===== config.mk =====
export PLATFORM = sky130hd
export DESIGN_NAME = router_1xn_fifo
export DESIGN_NICKNAME = d
export VERILOG_FILES = /design/src/rtl/router_pkg.sv /design/src/rtl/router_port_fifo.sv /design/src/rtl/router_1xn_fifo.sv
export SDC_FILE = /design/constraint.sdc
export NUM_CORES = 1
export LEC_CHECK = 0
export CAP_MARGIN = 10
export CORE_MARGIN = 2
export CORE_UTILIZATION = 55
export CTS_BUF_LIST = sky130_fd_sc_hd__clkbuf_8
export DETAILED_ROUTE_END_ITERATION = 8
export HOLD_SLACK_MARGIN = 0.1
export PLACE_DENSITY = 0.76
export SLEW_MARGIN = 10
export SYNTH_ARGS = -nofsm -noshare
export SYNTH_HDL_FRONTEND = slang
export SYNTH_SLANG_ARGS = --single-unit

===== constraint.sdc =====
create_clock -name clk -period 2.52 [get_ports clk]
set_input_delay 0.756 -clock clk [delete_from_list [all_inputs] [get_ports clk]]
set_output_delay 0.756 -clock clk [all_outputs]
set_load 0.01 [all_outputs]

===== src/rtl/router_pkg.sv =====
// Shared constants and width helpers for the 1xN packet router.
// ROUTER_BCAST_EN is handled in the top level; nothing here depends on it.
package router_pkg;

  localparam int ROUTER_DEF_PORTS  = 4;
  localparam int ROUTER_DEF_DATA_W = 8;
  localparam int ROUTER_DEF_DEPTH  = 4;

  function automatic int routerClog2(input int value);
    int width;
    width = 0;
    for (int i = 0; i < 31; i++) begin
      if ((1 << i) < value) width = i + 1;
    end
    return width;
  endfunction

  // One extra bit so the occupancy can represent DEPTH itself.
  function automatic int routerCntW(input int depth);
    return routerClog2(depth) + 1;
  endfunction

endpackage


===== src/rtl/router_port_fifo.sv =====
// First-word-fall-through FIFO for one router output port.
// Used by router_1xn_fifo; ROUTER_BCAST_EN does not affect this block.
module router_port_fifo
  import router_pkg::*;
#(
  parameter  int DATA_W = ROUTER_DEF_DATA_W,
  parameter  int DEPTH  = ROUTER_DEF_DEPTH,
  localparam int PTR_W  = routerClog2(DEPTH),
  localparam int CNT_W  = routerCntW(DEPTH)
) (
  input  logic              clk,
  input  logic              rst,
  input  logic              push,
  input  logic [DATA_W-1:0] wdata,
  input  logic              pop,
  output logic [DATA_W-1:0] rdata,
  output logic              valid,
  output logic              full,
  output logic [CNT_W-1:0]  count
);

  logic [DATA_W-1:0] mem_q [DEPTH];
  logic [PTR_W-1:0]  wrPtr_q;
  logic [PTR_W-1:0]  rdPtr_q;
  logic [CNT_W-1:0]  count_q;
  logic [CNT_W-1:0]  count_d;
  logic              full_q;
  logic              doPush;
  logic              doPop;

  assign doPush = push & ~full_q;
  assign doPop  = pop & (count_q != '0);

  always_comb begin
    count_d = count_q;
    if (doPush && !doPop) begin
      count_d = count_q + 1'b1;
    end else if (doPop && !doPush) begin
      count_d = count_q - 1'b1;
    end
  end

  // Pointers are exactly PTR_W bits, so they wrap at DEPTH on their own.
  always_ff @(posedge clk or posedge rst) begin
    if (rst) begin
      wrPtr_q <= '0;
      rdPtr_q <= '0;
      count_q <= '0;
      full_q  <= 1'b0;
    end else begin
      if (doPush) wrPtr_q <= wrPtr_q + 1'b1;
      if (doPop)  rdPtr_q <= rdPtr_q + 1'b1;
      count_q <= count_d;
      full_q  <= (count_d == CNT_W'(DEPTH));
    end
  end

  always_ff @(posedge clk) begin
    if (doPush) mem_q[wrPtr_q] <= wdata;
  end

  // Data is masked to zero when empty so no stale word ever shows.
  assign valid = (count_q != '0);
  assign rdata = valid ? mem_q[rdPtr_q] : '0;
  assign full  = full_q;
  assign count = count_q;

endmodule


===== src/rtl/router_1xn_fifo.sv =====
// 1-to-N packet router with valid/ready handshakes and a FIFO per output.
// Define ROUTER_BCAST_EN to add the bcast input that writes every FIFO at once.
module router_1xn_fifo
  import router_pkg::*;
#(
  parameter  int NUM_PORTS = ROUTER_DEF_PORTS,
  parameter  int DATA_W    = ROUTER_DEF_DATA_W,
  parameter  int DEPTH     = ROUTER_DEF_DEPTH,
  localparam int ADDR_W    = routerClog2(NUM_PORTS),
  localparam int CNT_W     = routerCntW(DEPTH)
) (
  input  logic                        clk,
  input  logic                        rst,
  input  logic                        pkt_valid,
  input  logic [DATA_W-1:0]           data_in,
  input  logic [ADDR_W-1:0]           dest_addr,
`ifdef ROUTER_BCAST_EN
  input  logic                        bcast,
`endif
  output logic                        ready_in,
  output logic [NUM_PORTS*DATA_W-1:0] data_out,
  output logic [NUM_PORTS-1:0]        valid_out,
  input  logic [NUM_PORTS-1:0]        ready_out,
  output logic [NUM_PORTS-1:0]        fifo_full,
  output logic                        drop_err
);

  logic                 push;
  logic [NUM_PORTS-1:0] pushVec;
  logic [NUM_PORTS-1:0] popVec;
  logic [CNT_W-1:0]     portCount [NUM_PORTS];
  logic                 stalled_q;
  logic [ADDR_W-1:0]    prevDest_q;
  logic                 dropErr_q;

  // ready_in looks only at registered full flags, so a full FIFO never
  // takes a push in the same cycle it is being popped.
  always_comb begin
    pushVec = '0;
`ifdef ROUTER_BCAST_EN
    ready_in = bcast ? ~|fifo_full : ~fifo_full[dest_addr];
`else
    ready_in = ~fifo_full[dest_addr];
`endif
    push = pkt_valid & ready_in;
    if (push) begin
`ifdef ROUTER_BCAST_EN
      if (bcast) pushVec = '1;
      else       pushVec[dest_addr] = 1'b1;
`else
      pushVec[dest_addr] = 1'b1;
`endif
    end
  end

  assign popVec = valid_out & ready_out;

  for (genvar k = 0; k < NUM_PORTS; k++) begin : gPort
    router_port_fifo #(
      .DATA_W(DATA_W),
      .DEPTH (DEPTH)
    ) uFifo (
      .clk  (clk),
      .rst  (rst),
      .push (pushVec[k]),
      .wdata(data_in),
      .pop  (popVec[k]),
      .rdata(data_out[k*DATA_W +: DATA_W]),
      .valid(valid_out[k]),
      .full (fifo_full[k]),
      .count(portCount[k])
    );

    assert property (@(posedge clk) disable iff (rst) portCount[k] <= CNT_W'(DEPTH));
  end

  // A source that was stalled last cycle must present the same destination.
  always_ff @(posedge clk or posedge rst) begin
    if (rst) begin
      stalled_q  <= 1'b0;
      prevDest_q <= '0;
      dropErr_q  <= 1'b0;
    end else begin
      stalled_q  <= pkt_valid & ~ready_in;
      prevDest_q <= dest_addr;
      if (stalled_q && pkt_valid && (dest_addr != prevDest_q)) dropErr_q <= 1'b1;
    end
  end

  assign drop_err = dropErr_q;

endmodule


==> results.py, run 1 <==
metrics = {
    "worst_setup_path": {
        "crit_chain": "buf_12 > buf_12 > mux4_2 > and2_1 > buf_2",
        "end_kind": "output port",
        "r2r_cells": 5,
        "startpoint_type": "flip-flop",
        "slowest_stage": "mux4_2",
        "worstPathArrival_ns": 1.81,
        "ff2ff_setup_slack_ns": 0.38,
        "critPathMaxStageDelay_ns": 0.48,
        "path_class": "flip-flop to output port",
        "path_max_fanout": 6,
        "r2r_end": "gPort[0].uFifo.full",
        "cp.required_ns": 1.76,
        "cp_common_cell": "buf_12",
        "r2r_start": "gPort[0].uFifo.full",
    },
    "global_routing": {
        "track_usage_pct": 20.8,
        "grt_pass1_wl_um": 21900,
        "antenna_found_initial": 0,
        "grt_pass1_vias": 4149,
        "grt_max_degree": 37,
        "grt_overflow_total": 0,
    },
    "sta": {
        "max_freq_mhz": 389,
        "finalCriticalPeriod_ns": 2.57,
        "finalWorstSetupSlack_ns": -0.0484,
        "fin_skew_ns": 0.00579,
        "period_share_pct": 102,
        "hold_viol": 0,
        "worst_pin_slew_ns": 0.687,
        "drv_slew": 0,
        "finalSetupViolations": 9,
        "rsz0062_at_grt": "true",
        "max_slew_margin_pct": 54.1,
    },
    "placed_design": {
        "dp_slack_ns": -0.600,
        "globalplace.congestion": 0.851,
        "dp_hpwl_um": 9050,
        "port_buffers": 58,
    },
    "clock_network": {
        "cts_buffers": 17,
        "cts-root-buf": "clkbuf_8",
        "clock_latency_ns": 0.44,
        "cts_max_level": 4,
        "path_clk_slew_ns": 0.08,
        "clk_path_buf_depth": 2,
        "cts_tree": "built",
        "clkSinkCount": 164,
    },
    "detailed_routing": {
        "vias": 4088,
        "detail_route.vias_per_cell": 5.49,
        "drc": 0,
        "first_iter_violations": 218,
        "routedWlPerCell_um": 18.1,
        "dr.pass1.iters": 4,
        "drt-total-wl_um": 13500,
        "final_antenna_net_count": 0,
    },
    "final_layout": {
        "fin_nets": 605,
        "syn2layout_area_growth_pct": 24.6,
        "multi_input_area_um2": 2290,
        "register_area_um2": 4750,
        "antenna_cells": 0,
        "drive_above_1_share_pct": 34.0,
        "nFillCells": 861,
        "final_util_pct": 70.6,
    },
    "yosys": {
        "synthArstFlopShare_pct": 22.0,
        "ys_warn_count": 0,
        "avgSynthCellArea_um2": 16.3,
        "synth_seq_area_share_pct": 66.1,
        "synth_cells": 440,
        "syn_nets": 485,
        "netlist_area_um2": 7180,
        "synthFlopType": "edfxtp_1",
        "yosysUniqueCellTypes": 51,
        "synth_seq_cells": 164,
        "synth_edf_count": 128,
    },
    "flow_run": {
        "drv_cap": 0,
    },
    "min_path": {
        "whs_path_depth": 1,
        "hold_end": "drop_err",
        "min_from": "drop_err",
        "hold_class": "flip-flop to flip-flop",
    },
    "floorplanning": {
        "die_w_um": 118,
        "core_um2": 12700,
        "num_rows": 41,
        "initial_core_util_pct": 56.6,
        "ios": 59,
        "dieHeight_um": 118,
        "die-area_um2": 14000,
    },
    "outcome": {
        "status": "finished, violations left",
        "violations": "negative setup slack",
    },
    "power": {
        "power_density_nw_per_um2": 1080,
        "peakVddDrop_v": 0.000552,
        "power_leakage_nw": 3.43,
    },
}
state kept, by name (all words and copies together), names as in the netlist:
name / count
gPort.uFifo.rdPtr_q: 8
gPort.uFifo.full: 4
stalled_q: 1
gPort.uFifo.wrPtr_q: 8
gPort.uFifo.mem_q: 128
drop_err: 1
prevDest_q: 2
gPort.uFifo.count: 12
critical path: cells and delay by family, from the launching register on:
| kind | cells | cell delay [ns] |
|---|---|---|
| buffers and inverters | 3 | 0.37 |
| flip-flops | 1 | 0.38 |
| AND/OR/NAND/NOR | 1 | 0.14 |
| multiplexers | 1 | 0.48 |
timing repair:
action | CTS | global route
pin swaps | 28 | 4
setup endpoints to repair | 37 | 33
cloned | 2 | 0
hold buffers | 0 | 0
setup buffers | 13 | 2
resized for setup | 180 | 17
worst max path at each step:
stage | startpoint | end | slack (ns) | depth (start not counted)
6_report | gPort[1].uFifo.rdPtr_q[0] | data_out[12] | -0.05 | 5
5_1_grt | gPort[1].uFifo.rdPtr_q[0] | data_out[8] | -0.14 | 5
4_1_cts | gPort[3].uFifo.rdPtr_q[0] | data_out[29] | -0.12 | 5
3_5_place_dp | dest_addr[0] | ready_in | -0.60 | 4
3_3_place_gp | dest_addr[0] | ready_in | -0.60 | 4
2_1_floorplan | dest_addr[0] | gPort[0].uFifo.full | 0.09 | 6
Yosys cell counts (2+ instances only):
cell type	number	share of area [%]
buf_1	4	0.21
nand3b_1	6	0.63
mux2i_1	2	0.28
o211ai_1	2	0.21
nand2_1	20	1.0
nor4bb_1	2	0.28
nand3_1	10	0.70
or4_1	2	0.21
and3b_1	2	0.24
ha_1	28	4.9
o21bai_1	4	0.42
nor3b_1	2	0.21
edfxtp_1	128	54
o21ai_0	6	0.42
and2_1	49	4.3
a32oi_1	2	0.24
o31ai_1	2	0.21
nor2_1	5	0.26
buf_2	2	0.14
mux4_2	33	10
clkbuf_1	11	0.58
inv_1	18	0.94
nand2b_1	6	0.52
a21oi_1	3	0.21
buf_4	8	0.84
o221ai_1	2	0.24
dfrtp_1	36	13
nor2b_1	3	0.26
xnor2_1	18	2.2
a21o_1	3	0.31
placed cells by master, fill, tap and decap left out, drive strengths merged, types with 3 or more instances in the layout:
cell type / count
edfxtp: 128
buf: 101
and2: 49
dfrtp: 36
mux4: 33
ha: 28
clkbuf: 22
inv: 21
nand2: 20
clkdlybuf4s50: 19
xnor2: 18
nand3: 10
o21ai: 7
nand3b: 6
nand2b: 6
nor2: 5
dlygate4sd2: 5
o21bai: 4
clkinv: 4
a21oi: 3
nor2b: 3
a21o: 3
clkinvlp: 3
or4: 3
logic make-up after synthesis:
logic type                 count (synthesis)  share of synthesized area, %
DFF                                      164                          66.1
and+or+nand+nor                          115                          9.68
buffers and inverters                     45                          2.93
AOI/OAI and AO/OA                         35                          3.56
muxes                                     35                          10.6
adders and majority gates                 28                          4.88
xor gates and xnor gates                  18                          2.20
cell type report:
type | instances | share of cell area (%)
clock buffer | 20 | 3.08
timing repair buffer | 128 | 13.8
tap | 172 | 2.41
sequential | 164 | 53.1
inverter | 18 | 0.756
clock inverter | 12 | 1.27
multi-input combinational | 231 | 25.6
layer usage:
layer	up-vias	GRT usage, %	routed length [um]
met5	-	0	0
met1	2070	27.2	5500
li1	1879	-	-
met4	0	9.71	311
met3	26	4.83	863
met2	113	33.2	6840
stage by stage:
| step | power, mW | cell area [um2] | hold slack [ns] | instances | setup TNS (ns) |
|---|---|---|---|---|---|
| 2_1_floorplan | 5.84 | 7180 | 0.466 | 440 | 0 |
| 3_3_place_gp | 7.35 | 8390 | 0.468 | 699 | -24.54 |
| 3_5_place_dp | 7.50 | 8390 | 0.458 | 699 | -26.98 |
| 4_1_cts | 9.66 | 8940 | 0.482 | 746 | -2.41 |
| 5_1_grt | 10.2 | 8940 | 0.501 | 745 | -2.38 |
| 6_report | 9.64 | 8940 | 0.475 | 745 | -0.300 |
where the power goes:
group | internal [mW] | switching (mW)
clock network | 0.941 | 0.884
logic | 2.44 | 1.72
registers | 3.31 | 0.335
total | 6.69 | 2.94
Note: power is estimated with default switching activity, not from simulation.
==> run 2, diff against run 1 <==
- CORE_UTILIZATION: 55 -> 54
- PLACE_DENSITY: 0.76 -> 0.78
- clock period: 2.52 -> 2.31 ns (I/O delays scaled with it)
==> results.py, run 2 (synthesis gave the netlist of run 1 again) <==
metrics = {
    "global_routing": {
        "grt_max_degree": 37,
        "track_usage_pct": 21.2,
        "antenna_found_initial": 0,
        "grt_pass1_wl_um": 22500,
        "grt_overflow_total": 0,
        "grt_pass1_vias": 4346,
    },
    "final_layout": {
        "syn2layout_area_growth_pct": 27.9,
        "drive_above_1_share_pct": 37.7,
        "final_util_pct": 70.1,
        "multi_input_area_um2": 2350,
        "register_area_um2": 4750,
        "final_cell_count_no_fill": 755,
        "regMostFlops": "gPort.uFifo.mem_q",
        "postLayoutCellArea_um2": 9180,
        "final_common_cell": "edfxtp_1",
        "nFillCells": 832,
        "antenna_cells": 0,
        "largest_register_ffs": 128,
        "fin_nets": 611,
        "final_cell_mix": "128 x edfxtp_1, 53 x buf_4, 33 x mux4_2",
    },
    "clock_network": {
        "postCtsHoldBufs": 0,
        "cts_max_level": 4,
        "clk_path_buf_depth": 2,
        "path_clk_slew_ns": 0.08,
        "cts_tree": "built",
        "clkSinkCount": 164,
        "cts-root-buf": "clkbuf_8",
        "cts_buffers": 17,
        "clock_latency_ns": 0.45,
    },
    "floorplanning": {
        "die_w_um": 119,
        "die-area_um2": 14200,
        "initial_core_util_pct": 54.8,
        "num_rows": 42,
        "dieHeight_um": 119,
        "core_um2": 13100,
        "ios": 59,
    },
    "detailed_routing": {
        "vias": 4092,
        "dr.pass1.iters": 5,
        "first_iter_violations": 299,
        "drc": 0,
        "final_antenna_net_count": 0,
        "drt-total-wl_um": 13900,
        "detail_route.vias_per_cell": 5.42,
        "routedWlPerCell_um": 18.5,
    },
    "outcome": {
        "violations": "negative setup slack",
        "status": "finished, violations left",
    },
    "placed_design": {
        "port_buffers": 58,
        "globalplace.congestion": 0.826,
        "dp_hpwl_um": 9330,
        "place_area_um2": 8560,
        "placedCellCount": 715,
    },
    "power": {
        "internal_power_mw": 7.55,
        "clock_power_share_pct": 18.9,
        "switchingPower_mw": 3.33,
        "power_mw": 10.9,
        "peakVddDrop_v": 0.000575,
        "power_density_nw_per_um2": 1190,
        "p_seq_share_pct": 36.7,
        "sw_frac_of_total_pct": 30.6,
        "power_leakage_nw": 3.48,
        "combPwrFrac_pct": 44.5,
    },
    "sta": {
        "worst_pin_slew_ns": 0.653,
        "rsz0062_at_grt": "true",
        "max_slew_margin_pct": 56.3,
        "drv_slew": 0,
        "period_share_pct": 110,
        "hold_viol": 0,
        "max_freq_mhz": 394,
        "finalWorstSetupSlack_ns": -0.229,
        "finalCriticalPeriod_ns": 2.54,
        "whs_ns": 0.489,
        "fin_skew_ns": 0.00618,
        "finalSetupViolations": 33,
    },
    "flow_run": {
        "drv_cap": 0,
    },
    "worst_setup_path": {
        "end_kind": "output port",
        "cp.required_ns": 1.62,
        "startpoint_type": "flip-flop",
        "worstPathArrival_ns": 1.85,
        "path_class": "flip-flop to output port",
        "critPathMaxStageDelay_ns": 0.43,
        "crit_chain": "buf_4 > buf_6 > mux4_2 > and2_4 > buf_2",
        "path_max_fanout": 3,
        "slowest_stage": "dfrtp_2",
    },
    "min_path": {
        "hold_class": "flip-flop to flip-flop",
    },
}
run 2: cell count changes in the layout (fill, tap and decap cells not counted), moves of 3 or more:
| cell | previous run | this run |
|---|---|---|
| clkinv_4 | 0 | 3 |
| and2_1 | 30 | 25 |
| clkinv_1 | 0 | 3 |
| buf_12 | 11 | 18 |
| inv_1 | 21 | 15 |
| buf_2 | 13 | 9 |
| buf_6 | 23 | 27 |
| inv_2 | 0 | 3 |
| ha_1 | 28 | 25 |
| clkbuf_8 | 20 | 17 |
| and2_4 | 19 | 24 |
run 2: final cells by class:
| type | count | share of cell area [%] |
|---|---|---|
| tap | 176 | 2.40 |
| inverter | 18 | 0.736 |
| multi-input combinational | 231 | 25.6 |
| clock inverter | 15 | 1.80 |
| sequential | 164 | 51.8 |
| timing repair buffer | 134 | 15.2 |
| clock buffer | 17 | 2.55 |
run 2: path summary, 6_finish.rpt:
path                                        endpoint                       from  cells past startpoint  slack, ns
min reg2reg                                 drop_err                   drop_err                      1       0.49
max                                      data_out[9]  gPort[1].uFifo.rdPtr_q[0]                      5      -0.23
min in group asynchronous  gPort[1].uFifo.wrPtr_q[0]                        rst                      3       0.69
min                                         drop_err                   drop_err                      1       0.49
max reg2reg                      gPort[0].uFifo.full        gPort[0].uFifo.full                      5       0.18
max in group asynchronous  gPort[1].uFifo.rdPtr_q[0]                        rst                      3       1.23
run 2: worst max-delay path: cells and delay by family, from the launching register on:
family / cells / cell delay (ns)
buf+inv: 3 / 0.38
flops: 1 / 0.43
mux: 1 / 0.42
simple gates: 1 / 0.17
run 2: power groups by stage:
stage	logic, mW	clock network (mW)	registers (mW)
after floorplan	2.51	0	3.86
after global placement	4.18	0	3.99
after detailed placement	4.34	0	4.02
after CTS	4.48	2.08	3.98
after global routing	5.25	2.20	4.04
final	4.84	2.05	3.99
run 2: timing repair:
action | in CTS | in global routing
gates resized for setup | 182 | 39
pin swaps | 33 | 2
cloned | 1 | 0
setup buffers | 5 | 3
setup endpoints to repair | 42 | 38
endpoints found under the hold margin | 0 | 0
run 2: stage by stage:
stage | setup TNS, ns | setup slack (ns)
floorplan | -0.0546 | -0.0546
global placement | -38.12 | -0.686
detailed placement | -42.77 | -0.697
CTS | -6.70 | -0.256
global route | -7.52 | -0.291
finish | -5.20 | -0.229
run 2: metal layers:
metal	track usage [%]	share of wire (%)	vias up
met4	7.74	1.7	0
li1	-	-	1896
met3	5.27	4.8	21
met2	36.5	54	94
met1	26.2	40	2081
met5	0	0	-
==> run 3, diff against run 2 <==
- CORE_MARGIN: 2 -> not set
==> results.py, run 3 (synthesis gave the netlist of run 1 again) <==
metrics = {
    "detailed_routing": {
        "wl_met2_um": 7830,
        "first_iter_violations": 249,
        "dr.max_layer_used": "met4",
        "drt-total-wl_um": 14400,
        "wl_met3_um": 588,
        "drc": 0,
        "m1WireLength_um": 5680,
        "final_antenna_net_count": 0,
        "dr.pass1.iters": 5,
        "detail_route.vias_per_cell": 5.48,
        "vias": 4156,
        "routedWlPerCell_um": 19.0,
    },
    "final_layout": {
        "final_common_cell": "edfxtp_1",
        "multi_input_area_um2": 2370,
        "largest_register_ffs": 128,
        "register_area_um2": 4750,
        "regMostFlops": "gPort.uFifo.mem_q",
        "final_cell_mix": "128 x edfxtp_1, 63 x buf_4, 35 x dfrtp_1",
        "syn2layout_area_growth_pct": 29.2,
        "fin_nets": 620,
        "nFillCells": 790,
        "antenna_cells": 0,
        "drive_above_1_share_pct": 38.2,
    },
    "global_routing": {
        "grt_pass1_wl_um": 22700,
        "grt_overflow_total": 0,
        "grt_max_degree": 37,
        "track_usage_pct": 23.4,
        "antenna_found_initial": 0,
        "grt_pass1_vias": 4399,
    },
    "placed_design": {
        "port_buffers": 58,
        "globalplace.congestion": 0.801,
        "dp_hpwl_um": 9440,
    },
    "clock_network": {
        "cts_tree": "built",
        "cts_max_level": 4,
        "clock_latency_ns": 0.45,
        "path_clk_slew_ns": 0.08,
        "cts-root-buf": "clkbuf_8",
        "clk_path_buf_depth": 2,
        "clkSinkCount": 164,
        "cts_buffers": 17,
    },
    "worst_setup_path": {
        "startpoint_type": "flip-flop",
        "r2r_cells": 5,
        "crit_family": "multiplexers",
        "cp.required_ns": 1.62,
        "ff2ff_setup_slack_ns": 0.18,
        "path_class": "flip-flop to output port",
        "worstPathArrival_ns": 1.80,
        "worst-path-stages": 4,
        "crit_chain": "buf_12 > mux4_2 > and2_4 > buf_6",
        "end_kind": "output port",
        "critPathMaxStageDelay_ns": 0.52,
        "slowest_stage": "mux4_2",
        "crit_path_end": "data_out[31]",
        "crit_start": "gPort[3].uFifo.rdPtr_q[0]",
        "path_max_fanout": 8,
        "path_buf_inv": 2,
        "r2r_start": "gPort[0].uFifo.full",
        "r2r_end": "gPort[0].uFifo.full",
    },
    "sta": {
        "fin_skew_ns": 0.0114,
        "hold_viol": 0,
        "finalSetupViolations": 32,
        "worst_pin_slew_ns": 0.741,
        "finalWorstSetupSlack_ns": -0.183,
        "max_freq_mhz": 401,
        "max_slew_margin_pct": 50.4,
        "tns_ns": -4.55,
        "finalCriticalPeriod_ns": 2.49,
        "rsz0062_at_grt": "true",
        "period_share_pct": 108,
        "drv_slew": 0,
    },
    "outcome": {
        "status": "finished, violations left",
        "violations": "negative setup slack",
    },
    "floorplanning": {
        "num_rows": 41,
        "die-area_um2": 13800,
        "initial_core_util_pct": 56.2,
        "die_w_um": 117,
        "dieHeight_um": 117,
        "core_um2": 12800,
        "ios": 59,
    },
    "power": {
        "power_leakage_nw": 3.56,
        "power_density_nw_per_um2": 1200,
        "peakVddDrop_v": 0.000720,
        "power_mw": 11.1,
    },
    "min_path": {
        "hold_class": "flip-flop to flip-flop",
        "whs_path_depth": 1,
    },
    "flow_run": {
        "drv_cap": 0,
    },
}
[run 3: cell count changes in the layout (fill, tap and decap cells not counted), sizes merged]
cell	change
bufinv	+1
clkinv	-4
clkdlybuf4s15	+1
clkbuf	-1
inv	+1
buf	+9
[run 3: timing repair]
item | 4_1_cts | 5_1_grt
buffers inserted | 6 | 3
cloned | 1 | 0
gates resized for setup | 186 | 37
pin swaps | 32 | 1
endpoints found under the setup margin | 39 | 38
hold buffers | 0 | 0
[run 3: report_power, final]
| group | total, mW | switching [mW] | internal (mW) |
|---|---|---|---|
| logic | 5.01 | 1.99 | 3.02 |
| registers | 3.99 | 0.379 | 3.61 |
| clock network | 2.11 | 0.970 | 1.14 |
[run 3: how the worst min path moves through the flow]
stage               slack (ns)  endpoint  startpoint
floorplan                 0.47  drop_err   stalled_q
global placement          0.46  drop_err    drop_err
detailed placement        0.48  drop_err    drop_err
CTS                       0.50  drop_err   stalled_q
global route              0.52  drop_err    drop_err
finish                    0.50  drop_err   stalled_q
[run 3: metal layers]
| layer | vias to the layer above | track usage [%] |
|---|---|---|
| li1 | 1902 | - |
| met1 | 2113 | 27.4 |
| met2 | 117 | 42.1 |
| met3 | 24 | 4.84 |
| met4 | 0 | 9.45 |
| met5 | - | 0 |
[run 3: area by class of cell]
class | count | area share (%)
clock buffer | 17 | 2.52
clock inverter | 13 | 1.81
inverter | 18 | 0.729
multi-input combinational | 231 | 25.6
sequential | 164 | 51.2
tap | 172 | 2.32
timing repair buffer | 143 | 15.9
[run 3: stage by stage]
stage               std cells  hold WS [ns]  setup slack, ns  utilization (%)  cell area, um2
floorplan                 440         0.466          -0.0546                -            7180
global placement          718         0.458           -0.685             67.5            8620
detailed placement        718         0.481           -0.717             67.5            8620
CTS                       755         0.501           -0.224             71.3            9110
global route              758         0.519           -0.271             72.6            9270
finish                    758         0.497           -0.183             72.6            9270
